**src/rtl/snake_pkg.sv**
```systemverilog
// Shared types for the snake board: headings, coordinates and board size.
package snake_pkg;

    localparam int BOARD_N = 16;

    typedef logic [3:0] coord_t;

    typedef enum logic [1:0] {
        DIR_W = 2'b00,
        DIR_A = 2'b01,
        DIR_S = 2'b10,
        DIR_D = 2'b11
    } dir_t;

    // W<->S and A<->D differ only in the upper bit of the encoding.
    function automatic dir_t opposite(input dir_t d);
        return dir_t'(d ^ 2'b10);
    endfunction

endpackage

```
**src/rtl/segment_fifo.sv**
```systemverilog
// Circular history of body cells {row, col}; oldest entry at the read pointer.
module segment_fifo
    import snake_pkg::*;
#(
    parameter int START_X   = 8,
    parameter int START_Y   = 8,
    parameter int START_LEN = 3,
    parameter int MAX_LEN   = 16,
    localparam int PW = $clog2(MAX_LEN),
    localparam int CW = $clog2(MAX_LEN + 1)
) (
    input  logic          clk,
    input  logic          reset_n,
    input  logic          push,
    input  logic          pop,
    input  coord_t        push_x,
    input  coord_t        push_y,
    output coord_t        tail_x,
    output coord_t        tail_y,
    output logic [CW-1:0] count
);

    coord_t        x_q [MAX_LEN];
    coord_t        x_d [MAX_LEN];
    coord_t        y_q [MAX_LEN];
    coord_t        y_d [MAX_LEN];
    logic [PW-1:0] rd_q, rd_d;
    logic [PW-1:0] wr_q, wr_d;
    logic [CW-1:0] cnt_q, cnt_d;

    function automatic logic [PW-1:0] ptr_inc(input logic [PW-1:0] p);
        return (p == PW'(MAX_LEN - 1)) ? '0 : p + 1'b1;
    endfunction

    always_comb begin
        x_d   = x_q;
        y_d   = y_q;
        rd_d  = rd_q;
        wr_d  = wr_q;
        cnt_d = cnt_q + CW'(push) - CW'(pop);
        if (push) begin
            x_d[wr_q] = push_x;
            y_d[wr_q] = push_y;
            wr_d      = ptr_inc(wr_q);
        end
        if (pop) begin
            rd_d = ptr_inc(rd_q);
        end
    end

    // Preload: entry 0 is the far end of the starting body (the oldest segment).
    always_ff @(posedge clk or negedge reset_n) begin
        if (!reset_n) begin
            for (int i = 0; i < MAX_LEN; i++) begin
                x_q[i] <= (i < START_LEN - 1) ? coord_t'(START_X) : '0;
                y_q[i] <= (i < START_LEN - 1) ? coord_t'(START_Y + START_LEN - 1 - i) : '0;
            end
            rd_q  <= '0;
            wr_q  <= PW'(START_LEN - 1);
            cnt_q <= CW'(START_LEN - 1);
        end else begin
            x_q   <= x_d;
            y_q   <= y_d;
            rd_q  <= rd_d;
            wr_q  <= wr_d;
            cnt_q <= cnt_d;
        end
    end

    assign tail_x = x_q[rd_q];
    assign tail_y = y_q[rd_q];
    assign count  = cnt_q;

endmodule

```
**src/rtl/snake_mover.sv**
```systemverilog
// Snake movement engine: head position, heading, body history and bitmaps,
// advanced one cell per tick until the collision detector reports a death.
module snake_mover
    import snake_pkg::*;
#(
    parameter int START_X   = 8,
    parameter int START_Y   = 8,
    parameter int START_LEN = 3,
    parameter int MAX_LEN   = 16
) (
    input  logic              clk,
    input  logic              reset_n,
    input  logic              tick,
    input  logic [1:0]        dirReq,
    input  logic              dirValid,
    input  logic              grow,
    input  logic              died,
    output logic [3:0]        snakeHeadX,
    output logic [3:0]        snakeHeadY,
    output logic [1:0]        snakeDirection,
    output logic [15:0][15:0] GrnPixels,
    output logic [15:0][15:0] RedPixels,
    output logic              stepDone,
    output logic [4:0]        length
);

    localparam int CW = $clog2(MAX_LEN + 1);

    coord_t            head_x_q, head_x_d;
    coord_t            head_y_q, head_y_d;
    dir_t              dir_q, dir_d;
    dir_t              pend_q, pend_d;
    logic              grow_q, grow_d;
    logic              step_q, step_d;
    logic [15:0][15:0] green_q, green_d;

    logic              step_go, move, off_board, push, pop, grow_eff;
    coord_t            next_x, next_y, tail_x, tail_y;
    logic [CW-1:0]     body_cnt;

    function automatic logic [15:0][15:0] init_green();
        logic [15:0][15:0] g;
        g = '0;
        for (int i = 1; i < START_LEN; i++) begin
            g[START_X][START_Y + i] = 1'b1;
        end
        return g;
    endfunction

    segment_fifo #(
        .START_X  (START_X),
        .START_Y  (START_Y),
        .START_LEN(START_LEN),
        .MAX_LEN  (MAX_LEN)
    ) u_fifo (
        .clk    (clk),
        .reset_n(reset_n),
        .push   (push),
        .pop    (pop),
        .push_x (head_x_q),
        .push_y (head_y_q),
        .tail_x (tail_x),
        .tail_y (tail_y),
        .count  (body_cnt)
    );

    assign length = 5'(body_cnt) + 5'd1;

    always_comb begin
        step_go   = tick && !died && !step_q;
        grow_eff  = grow_q || grow;
        next_x    = head_x_q;
        next_y    = head_y_q;
        off_board = 1'b0;
        // The step always follows the heading pending before this edge.
        case (pend_q)
            DIR_W:   begin off_board = (head_x_q == 4'd0);  next_x = head_x_q - 1'b1; end
            DIR_S:   begin off_board = (head_x_q == 4'd15); next_x = head_x_q + 1'b1; end
            DIR_A:   begin off_board = (head_y_q == 4'd15); next_y = head_y_q + 1'b1; end
            default: begin off_board = (head_y_q == 4'd0);  next_y = head_y_q - 1'b1; end
        endcase
        move = step_go && !off_board;
        push = move;
        pop  = move && (!grow_eff || (length == 5'(MAX_LEN)));

        head_x_d = move ? next_x : head_x_q;
        head_y_d = move ? next_y : head_y_q;
        dir_d    = step_go ? pend_q : dir_q;
        grow_d   = step_go ? 1'b0 : grow_eff;
        step_d   = step_go;

        pend_d = pend_q;
        if (dirValid && (dir_t'(dirReq) != opposite(dir_q))) begin
            pend_d = dir_t'(dirReq);
        end

        // Clear before set so a tail cell re-entered by the old head stays lit.
        green_d = green_q;
        if (pop) begin
            green_d[tail_x][tail_y] = 1'b0;
        end
        if (push) begin
            green_d[head_x_q][head_y_q] = 1'b1;
        end
    end

    always_ff @(posedge clk or negedge reset_n) begin
        if (!reset_n) begin
            head_x_q <= coord_t'(START_X);
            head_y_q <= coord_t'(START_Y);
            dir_q    <= DIR_D;
            pend_q   <= DIR_D;
            grow_q   <= 1'b0;
            step_q   <= 1'b0;
            green_q  <= init_green();
        end else begin
            head_x_q <= head_x_d;
            head_y_q <= head_y_d;
            dir_q    <= dir_d;
            pend_q   <= pend_d;
            grow_q   <= grow_d;
            step_q   <= step_d;
            green_q  <= green_d;
        end
    end

    always_comb begin
        RedPixels                     = '0;
        RedPixels[head_x_q][head_y_q] = 1'b1;
    end

    assign snakeHeadX     = head_x_q;
    assign snakeHeadY     = head_y_q;
    assign snakeDirection = dir_q;
    assign GrnPixels      = green_q;
    assign stepDone       = step_q;

endmodule
```
**config.mk**
```make
export PLATFORM = sky130hd
export DESIGN_NAME = snake_mover
export DESIGN_NICKNAME = d
export VERILOG_FILES = /design/src/rtl/snake_pkg.sv /design/src/rtl/segment_fifo.sv /design/src/rtl/snake_mover.sv
export SDC_FILE = /design/constraint.sdc
export NUM_CORES = 1
export LEC_CHECK = 0
export BUFFER_PORTS_ARGS = -buffer_cell sky130_fd_sc_hd__buf_4
export CORE_ASPECT_RATIO = 1.5
export CORE_MARGIN = 3
export CORE_UTILIZATION = 40
export DETAILED_ROUTE_END_ITERATION = 12
export PLACE_DENSITY = 0.62
export SYNTH_ARGS = -nofsm -noshare
export SYNTH_HDL_FRONTEND = slang
export SYNTH_SLANG_ARGS = --single-unit
```
**constraint.sdc**
```tcl
create_clock -name clk -period 3.45 [get_ports clk]
set_clock_uncertainty 0.1 [all_clocks]
set_input_delay 0.1725 -clock clk [delete_from_list [all_inputs] [get_ports clk]]
set_output_delay 0.1725 -clock clk [all_outputs]
set_load 0.01 [all_outputs]
```
==> impl_metrics.json, run 1 <==
{
  "status": "complete, but fails checks",
  "failed_checks": "hold timing",
  "routedWlPerCell_um": 27.79,
  "hold_violations": 1,
  "rsz0062_at_grt": "yes",
  "ir_drop_uv": 1247,
  "vias": 18130,
  "post-route-period-util": 0.9611,
  "dp_hpwl_mm": 59.49,
  "path_class": "reg -> reg",
  "postLayoutCoreUtil": 0.5501,
  "top_layer_used": "met4",
  "grt_use_total": 0.3138,
  "whs_ns": -0.002930,
  "synth_nets": 1874,
  "arrival_ns": 3.69,
  "max_freq_ghz": 0.3016,
  "critPathMaxStageDelay_ns": 0.53,
  "startpoint_type": "flop",
  "critPathBufInv": 3,
  "clkTransAtPathRegs_ns": 0.06,
  "cts_tree": "built",
  "period_needed_ns": 3.316,
  "area_delta_synth_final_pct": 34.62,
  "num-fill-cells": 4165,
  "ys.warnings.count": 0,
  "via_per_inst": 5.969,
  "cp_cell_sequence": "inv_1, ha_2, nand3b_1, a221o_1, a32oi_2, inv_2, and2_1, ha_1, inv_1, ha_1, fa_2, a21o_1, a21oi_2, xnor2_1",
  "worst_pin_slew_ns": 0.9497,
  "min_path_type": "in -> reg",
  "ys_seq_area_frac": 0.5246,
  "power_density_nw_per_um2": 901.3,
  "cp_data_required_time_ns": 3.82,
  "preCtsSetupSlack_ns": 0.07522,
  "syn_inst": 1841,
  "dr_wl_met3_mm": 6.614,
  "antenna_found_initial": 1,
  "totalPowerFinal_mw": 23.83,
  "clk_latency_ns": 0.55,
  "final_common_cell": "buf_4",
  "end_kind": "flop",
  "die_area_um2": 51860,
  "cts_num_sinks": 411,
  "slew_headroom": 0.3662,
  "path_max_fanout": 4,
  "postRouteAntennaNets": 0,
  "synth_cell_types": 47,
  "final_cell_mix": "buf_4, dfrtp_1, nor2_1",
  "root_buffer": "clkbuf_16",
  "report.final.setup_viol": 0,
  "cts_inserted_buffers": 41,
  "drive_above_1_share": 0.4008,
  "ioPinCount": 536,
  "grt_pass1_wl_mm": 123.4,
  "first_global_vias": 17960,
  "grt_max_degree": 75,
  "cts_buffer_depth": 3,
  "crit_family": "adder cells",
  "wl_met1_mm": 30.06,
  "drt_iter0_drc": 1832,
  "final_nets": 2388,
  "rows": 98,
  "synth_area_um2": 19640,
  "synth_edf_count": 0,
  "power.leakage_nw": 12.21,
  "globalRouteOverflowTotal": 0,
  "first_pass_iters": 6,
  "portBuffers": 535,
  "synth.avg_cell_area_um2": 10.67,
  "async_flop_share": 1.000,
  "setup_ws_ns": 0.1341,
  "place.gp.congestion": 0.9085,
  "coreArea_um2": 48070,
  "die_width_um": 186.9,
  "synth_ff_type": "dfrtp_1",
  "wl_met2_mm": 42.22,
  "crit_slowest_cell": "dfstp_2",
  "synth-seq-cells": 411,
  "maxSlewViolCount": 0,
  "route.detailed.drc": 0,
  "initial_utilization": 0.4087,
  "ff2ff_setup_slack_ns": 0.13,
  "routed_wl_mm": 84.41,
  "h-tree-depth": 2,
  "drv_cap": 0,
  "die_y_um": 277.4
}
## stage by stage
stage | TNS [ns] | cells | cell area (um2)
2_1_floorplan | 0 | 1841 | 19650
3_3_place_gp | 0 | 2953 | 24900
3_5_place_dp | 0 | 2953 | 24900
4_1_cts | 0 | 3034 | 26430
5_1_grt | -0.05554 | 3035 | 26440
6_report | 0 | 3037 | 26440
## kinds of logic (layout without fill, tap and decap cells)
kind of cell | after synthesis | in the layout | synth area share
AO/OA/AOI/OAI | 542 | 542 | 0.1799
multiplexers | 164 | 164 | 0.1124
other | 0 | 2 | 0
adder cells (fa/ha/maj) | 25 | 25 | 0.01707
AND/OR/NAND/NOR | 458 | 458 | 0.1106
flip-flops | 411 | 411 | 0.5246
XOR/XNOR | 18 | 18 | 0.008026
buffers and inverters | 223 | 767 | 0.04746
## area by class of cell
| type | count | area (um2) | share of cell area |
|---|---|---|---|
| clock inverters | 17 | 264.0 | 0.009984 |
| diodes | 2 | 5.005 | 0.0001893 |
| inverters | 18 | 67.56 | 0.002555 |
| clock buffers | 56 | 1184 | 0.04476 |
| flip-flops and latches | 411 | 10310 | 0.3897 |
| well taps | 650 | 813.3 | 0.03076 |
| multi-input cells | 1207 | 8476 | 0.3205 |
| repair buffers | 676 | 5328 | 0.2015 |
## synthesized netlist by cell type (all sizes together) (5+ instances only)
library cell	n	area share
a21o	5	0.0019
a21oi	12	0.0031
and4	7	0.0031
buf	56	0.016
clkbuf	149	0.028
dfrtp	395	0.50
dfstp	16	0.021
ha	22	0.014
inv	18	0.0034
mux2	132	0.076
mux4	32	0.037
nand2	66	0.013
nand2b	7	0.0022
nand3	39	0.017
nand4	41	0.016
nor2	277	0.053
nor2b	13	0.0041
o21ai	257	0.065
o2bb2ai	9	0.0040
o31ai	193	0.074
o41ai	55	0.025
xnor2	13	0.0058
xor2	5	0.0022
## worst register-to-register path: cells and delay by family (launching register included)
family,cells,cell delay (ns)
buffers and inverters,3,0.18
adder cells (fa/ha/maj),4,1.02
XOR/XNOR,1,0.13
AND/OR/NAND/NOR,2,0.32
flip-flops,1,0.53
AO/OA/AOI/OAI,4,0.97
## where the power goes
group	total (mW)	internal (mW)	switching (mW)
sequential	7.52	6.35	1.17
combinational	11.5	4.10	7.41
clock	4.81	2.86	1.94
## sequential cells by signal (all words and copies together), names as in the netlist
signal,flops
u_fifo.count,5
snakeDirection,2
snakeHeadX,4
GrnPixels,256
grow_q,1
snakeHeadY,4
pend_q,2
u_fifo.x_q,64
stepDone,1
u_fifo.rd_q,4
u_fifo.wr_q,4
u_fifo.y_q,64
## what timing repair did
item,4_1_cts,5_1_grt
endpoints found under the setup margin,0,7
hold buffers,8,0
buffers inserted,0,1
endpoints found under the hold margin,71,0
gates resized for setup,0,2
## metal layers
metal	GRT usage	vias to the layer above
met1	0.3643	9135
met5	0	-
met4	0.1810	0
li1	-	7727
met2	0.5400	1021
met3	0.06233	245
## final timing paths
kind | start | endpoint | cells after the start
worst min register to register | grow_q | grow_q | 2
worst max-delay path | pend_q[1] | u_fifo.count[4] | 14
worst max register to register | pend_q[1] | u_fifo.count[4] | 14
max in group asynchronous | reset_n | u_fifo.y_q[59] | 4
worst min-delay path | died | snakeDirection[0] | 3
min in group asynchronous | reset_n | GrnPixels[129] | 2
No activity file was read; power rests on OpenSTA's default activity.
==> inputs of run 2 (changes only) <==
--- a/config.mk
+++ b/config.mk
@@ -5,7 +5,7 @@
 export SDC_FILE = /design/constraint.sdc
 export NUM_CORES = 1
 export LEC_CHECK = 0
-export BUFFER_PORTS_ARGS = -buffer_cell sky130_fd_sc_hd__buf_4
+export BUFFER_PORTS_ARGS = -buffer_cell sky130_fd_sc_hd__clkbuf_2
 export CORE_ASPECT_RATIO = 1.5
 export CORE_MARGIN = 3
 export CORE_UTILIZATION = 40
==> run 2 against run 1 <==
The flow still finishes with violations (hold timing). Count of clock-buffer cells in the layout shrank 2. Die area is the same. Maximum frequency grew 1.4%. Total power shrank 4.5%. Global-route usage shrank 0.62 points. Flip-flop and latch count is the same. Utilization shrank 3.3 points. Critical endpoint is now RedPixels[187]. Highest routed layer is now met5.
==> impl_metrics.json, run 2 (synthesis results as in run 1) <==
{
  "status": "complete, but fails checks",
  "failed_checks": "hold timing",
  "grt_pass1_wl_mm": 120.8,
  "holdPathStages": 3,
  "final_nets": 2381,
  "power.leakage_nw": 11.67,
  "root_buffer": "clkbuf_16",
  "path_max_fanout": 24,
  "routed_wl_mm": 82.25,
  "cts_num_sinks": 411,
  "cts_buffer_depth": 3,
  "grt_use_total": 0.3076,
  "globalRouteOverflowTotal": 0,
  "post-route-period-util": 0.9480,
  "setup_tns_ns": 0,
  "min_path_type": "in -> reg",
  "worst_pin_slew_ns": 0.9469,
  "holdPathEnd": "snakeDirection[0]",
  "whs_ns": -0.01007,
  "h-tree-depth": 2,
  "rsz0062_at_grt": "no",
  "antenna_found_initial": 3,
  "vias": 18090,
  "ir_drop_uv": 1066,
  "maxSlewViolCount": 0,
  "path_class": "reg -> out",
  "ff_latch_area_um2": 10310,
  "num_antenna_cells": 0,
  "cp_data_required_time_ns": 3.18,
  "largest_reg_flops": 256,
  "area_delta_synth_final_pct": 26.64,
  "grt_max_degree": 119,
  "power_density_nw_per_um2": 915.1,
  "clkTransAtPathRegs_ns": 0.06,
  "place.gp.congestion": 0.8895,
  "rows": 98,
  "first_pass_iters": 5,
  "multi_input_area_um2": 8486,
  "ff2ff_path_depth": 14,
  "route.detailed.drc": 0,
  "postRouteAntennaNets": 0,
  "startpoint_type": "flop",
  "r2r-end": "u_fifo.count[4]",
  "worstHoldStart": "died",
  "portBuffers": 535,
  "period_needed_ns": 3.271,
  "clk_latency_ns": 0.57,
  "cts_setup_buffers": 0,
  "routedWlPerCell_um": 27.16,
  "report.final.setup_viol": 0,
  "final_cell_mix": "clkbuf_2, dfrtp_1, nor2_1",
  "cts_inserted_buffers": 41,
  "arrival_ns": 3.00,
  "die_width_um": 186.9,
  "num-fill-cells": 4399,
  "initial_utilization": 0.4087,
  "timing.rr.start": "pend_q[1]",
  "ioPinCount": 536,
  "drt_iter0_drc": 1628,
  "coreArea_um2": 48070,
  "drive_above_1_share": 0.3991,
  "ff2ff_setup_slack_ns": 0.21,
  "max_freq_ghz": 0.3058,
  "dp_hpwl_mm": 57.25,
  "hold_violations": 1,
  "cts_tree": "built",
  "final_common_cell": "clkbuf_2",
  "die_area_um2": 51860,
  "drv_cap": 0,
  "first_global_vias": 17990,
  "end_kind": "output port",
  "die_y_um": 277.4,
  "slew_headroom": 0.3672,
  "via_per_inst": 5.974
}
run 2: what timing repair did:
action,4_1_cts,5_1_grt
gates resized for setup,0,5
hold buffers,8,0
endpoints found under the hold margin,173,0
endpoints found under the setup margin,0,3
run 2: metal layers:
layer,GRT usage,vias to the layer above,wire length [um]
li1,-,7711,-
met1,0.3514,9049,28930
met2,0.5268,1060,40680
met3,0.06056,268,6444
met4,0.1965,2,6190
met5,0,-,9
run 2: worst max-delay path by stage:
stage / startpoint / endpoint / slack (ns) / cells after the start
5_1_grt: pend_q[1] / u_fifo.count[4] / 0.04 / 14
6_report: snakeHeadY[3] / RedPixels[187] / 0.18 / 6
3_3_place_gp: pend_q[1] / u_fifo.count[4] / 0.11 / 14
4_1_cts: pend_q[1] / u_fifo.count[4] / 0.07 / 14
3_5_place_dp: pend_q[1] / u_fifo.count[4] / 0.07 / 14
2_1_floorplan: pend_q[1] / u_fifo.count[4] / 0.004 / 15
run 2: layout make-up:
cell class,count,area share
multi-input cells,1207,0.3411
well taps,650,0.03269
clock buffers,54,0.04522
clock inverters,19,0.007595
inverters,18,0.002716
repair buffers,669,0.1563
flip-flops and latches,411,0.4143
run 2: worst max-delay path, cell delays in order, from the launching register on:
cell	delay [ns]
dfstp_2	0.54
buf_4	0.31
nor2b_1	0.40
nand3_1	0.48
buf_4	0.39
nor2_1	0.14
clkbuf_2	0.16
run 2: per-stage QoR:
stage | cells | total power, mW | instance area [um2] | setup slack (ns) | utilization
after floorplan | 1841 | 13.46 | 19650 | 0.004370 | -
after global placement | 2947 | 17.95 | 23470 | 0.1073 | 0.4883
after detailed placement | 2947 | 18.22 | 23470 | 0.07318 | 0.4883
after CTS | 3028 | 22.66 | 24860 | 0.06774 | 0.5173
after global routing | 3028 | 23.79 | 24880 | 0.04260 | 0.5175
final | 3028 | 22.76 | 24880 | 0.1795 | 0.5175
run 2: power by group:
part	internal, mW	total [mW]	switching [mW]
clock network	2.42	4.41	1.99
registers	6.35	7.41	1.06
logic	3.53	10.9	7.41
total	12.3	22.8	10.5
==> inputs of run 3 (changes only) <==
--- a/config.mk
+++ b/config.mk
@@ -8,9 +8,10 @@
 export BUFFER_PORTS_ARGS = -buffer_cell sky130_fd_sc_hd__clkbuf_2
 export CORE_ASPECT_RATIO = 1.5
 export CORE_MARGIN = 3
-export CORE_UTILIZATION = 40
+export CORE_UTILIZATION = 30
 export DETAILED_ROUTE_END_ITERATION = 12
-export PLACE_DENSITY = 0.62
+export GPL_ROUTABILITY_DRIVEN = 0
+export PLACE_DENSITY = 0.48
 export SYNTH_ARGS = -nofsm -noshare
 export SYNTH_HDL_FRONTEND = slang
 export SYNTH_SLANG_ARGS = --single-unit
==> run 3 against run 2 <==
The run now ends clean. Maximum frequency fell by 0.91%. Combinational power barely moved. Utilization fell by 13 points. Flip-flop and latch count did not move. Count of clock-buffer cells in the layout rose by 12. Sequential power barely moved. Global-route usage fell by 6.3 points. Final cell count rose by 7.3%. Routed wire length rose by 6.1%. Worst hold slack improved by 0.027 ns. Critical path type unchanged. Critical endpoint is now RedPixels[181]. Largest power group unchanged.
==> impl_metrics.json, run 3 (synthesis results as in run 1) <==
{
  "period_needed_ns": 3.301,
  "dp_hpwl_mm": 59.94,
  "cts_num_sinks": 411,
  "path_max_fanout": 25,
  "worst_pin_slew_ns": 1.021,
  "first_global_vias": 17720,
  "r2r-end": "u_fifo.count[4]",
  "arrival_ns": 3.03,
  "die_area_um2": 68640,
  "via_per_inst": 5.508,
  "first_pass_iters": 5,
  "routedWlPerCell_um": 26.87,
  "totalPowerFinal_mw": 22.94,
  "p_sw_frac": 0.4616,
  "grt_use_total": 0.2449,
  "report.final.setup_viol": 0,
  "postRouteAntennaNets": 0,
  "post-route-period-util": 0.9567,
  "grt_pass1_wl_mm": 126.1,
  "vias": 17890,
  "whs_ns": 0.01674,
  "ioPinCount": 536,
  "status": "finished, final reports clean",
  "die_width_um": 214.9,
  "rows": 114,
  "setup_ws_ns": 0.1493,
  "path_class": "reg -> out",
  "h-tree-depth": 2,
  "internal_power_mw": 12.35,
  "drt_iter0_drc": 1581,
  "num-fill-cells": 6379,
  "antenna_found_initial": 0,
  "max_freq_ghz": 0.3030,
  "power_frac_seq": 0.322,
  "routed_wl_mm": 87.30,
  "ir_drop_uv": 584.4,
  "crit_start": "snakeHeadX[3]",
  "ff2ff_setup_slack_ns": 0.19,
  "startpoint_type": "flop",
  "switchingPower_mw": 10.59,
  "die_y_um": 319.4,
  "cts_tree": "built",
  "hold_violations": 0,
  "initial_utilization": 0.3040,
  "globalRouteOverflowTotal": 0,
  "cts_inserted_buffers": 40,
  "final_cell_mix": "clkbuf_2, dfrtp_1, nor2_1",
  "slew_headroom": 0.3166,
  "end_kind": "output port",
  "setup_tns_ns": 0,
  "clock_power_share": 0.195,
  "portBuffers": 535,
  "drv_cap": 0,
  "cts_buffer_depth": 3,
  "final_nets": 2380,
  "pwr-share-comb": 0.483,
  "clk_latency_ns": 0.56,
  "route.detailed.drc": 0,
  "power_density_nw_per_um2": 911.8,
  "drive_above_1_share": 0.3985,
  "final_common_cell": "clkbuf_2",
  "rsz0062_at_grt": "yes",
  "clkTransAtPathRegs_ns": 0.06,
  "area_delta_synth_final_pct": 28.08,
  "num_antenna_cells": 0,
  "endpoint": "RedPixels[181]",
  "ff2ff_path_depth": 14,
  "largest_reg_flops": 256,
  "cp_data_required_time_ns": 3.18,
  "maxSlewViolCount": 0,
  "timing.rr.start": "pend_q[1]",
  "root_buffer": "clkbuf_16",
  "preCtsSetupSlack_ns": 0.1564,
  "coreArea_um2": 64610,
  "power.leakage_nw": 11.68,
  "min_path_type": "in -> reg",
  "grt_max_degree": 98
}
[run 3: changes by cell type in the layout (fill, tap and decap cells not counted), moves of 2 or more]
cell | previous run | this run
nand2_1 | 60 | 54
clkinv_4 | 2 | 0
clkbuf_1 | 8 | 14
ha_2 | 3 | 1
nand2_2 | 6 | 12
ha_1 | 19 | 21
clkbuf_8 | 5 | 11
clkinv_2 | 10 | 5
[run 3: critical path, cell delays in order (launching register included)]
cell      delay, ns
dfstp_2        0.54
buf_4          0.31
nor2b_1        0.35
nand3_2        0.52
buf_4          0.40
nor2_1         0.12
clkbuf_2       0.20
[run 3: power by group through the flow]
| stage | Sequential [mW] | Clock [mW] | Combinational (mW) |
|---|---|---|---|
| after floorplan | 7.47 | 0 | 5.99 |
| after global placement | 7.41 | 0 | 10.8 |
| after detailed placement | 7.48 | 0 | 11.0 |
| after CTS | 7.39 | 4.56 | 11.0 |
| after global routing | 7.56 | 4.73 | 11.8 |
| final | 7.40 | 4.46 | 11.1 |
[run 3: cell type report]
class	instances	area, um2	share of cell area
clock inverters	8	72.57	0.002884
clock buffers	66	1230	0.04889
multi-input cells	1207	8503	0.3380
repair buffers	669	3891	0.1547
flip-flops and latches	411	10310	0.4096
inverters	18	67.56	0.002686
well taps	870	1089	0.04327
[run 3: worst min-delay path by stage]
stage	depth (start not counted)	from	slack [ns]	to
2_1_floorplan	0	reset_n	-0.22	GrnPixels[0]
3_3_place_gp	1	reset_n	0.20	GrnPixels[37]
3_5_place_dp	1	reset_n	0.18	GrnPixels[37]
4_1_cts	4	tick	0.007	snakeDirection[0]
5_1_grt	4	tick	0.06	snakeDirection[0]
6_report	4	tick	0.02	snakeDirection[0]
[run 3: timing repair]
action / in CTS / in global routing
endpoints found under the setup margin: 1 / 44
pin swaps: 0 / 3
resized for setup: 1 / 7
hold endpoints to repair: 89 / 0
buffers inserted: 0 / 2
hold buffers: 9 / 0
[run 3: layer usage]
layer  up-vias  part of all wire  global-route usage
met1      9147              0.39              0.3043
met3       148             0.074             0.04365
li1       7701                 -                   -
met4         0             0.041             0.09543
met5         -                 0                   0
met2       898              0.49              0.4232
[run 3: per-stage QoR]
step,util,area [um2],cells
2_1_floorplan,-,19650,1841
3_3_place_gp,0.3672,23720,3164
3_5_place_dp,0.3672,23720,3164
4_1_cts,0.3888,25120,3247
5_1_grt,0.3894,25160,3249
6_report,0.3894,25160,3249
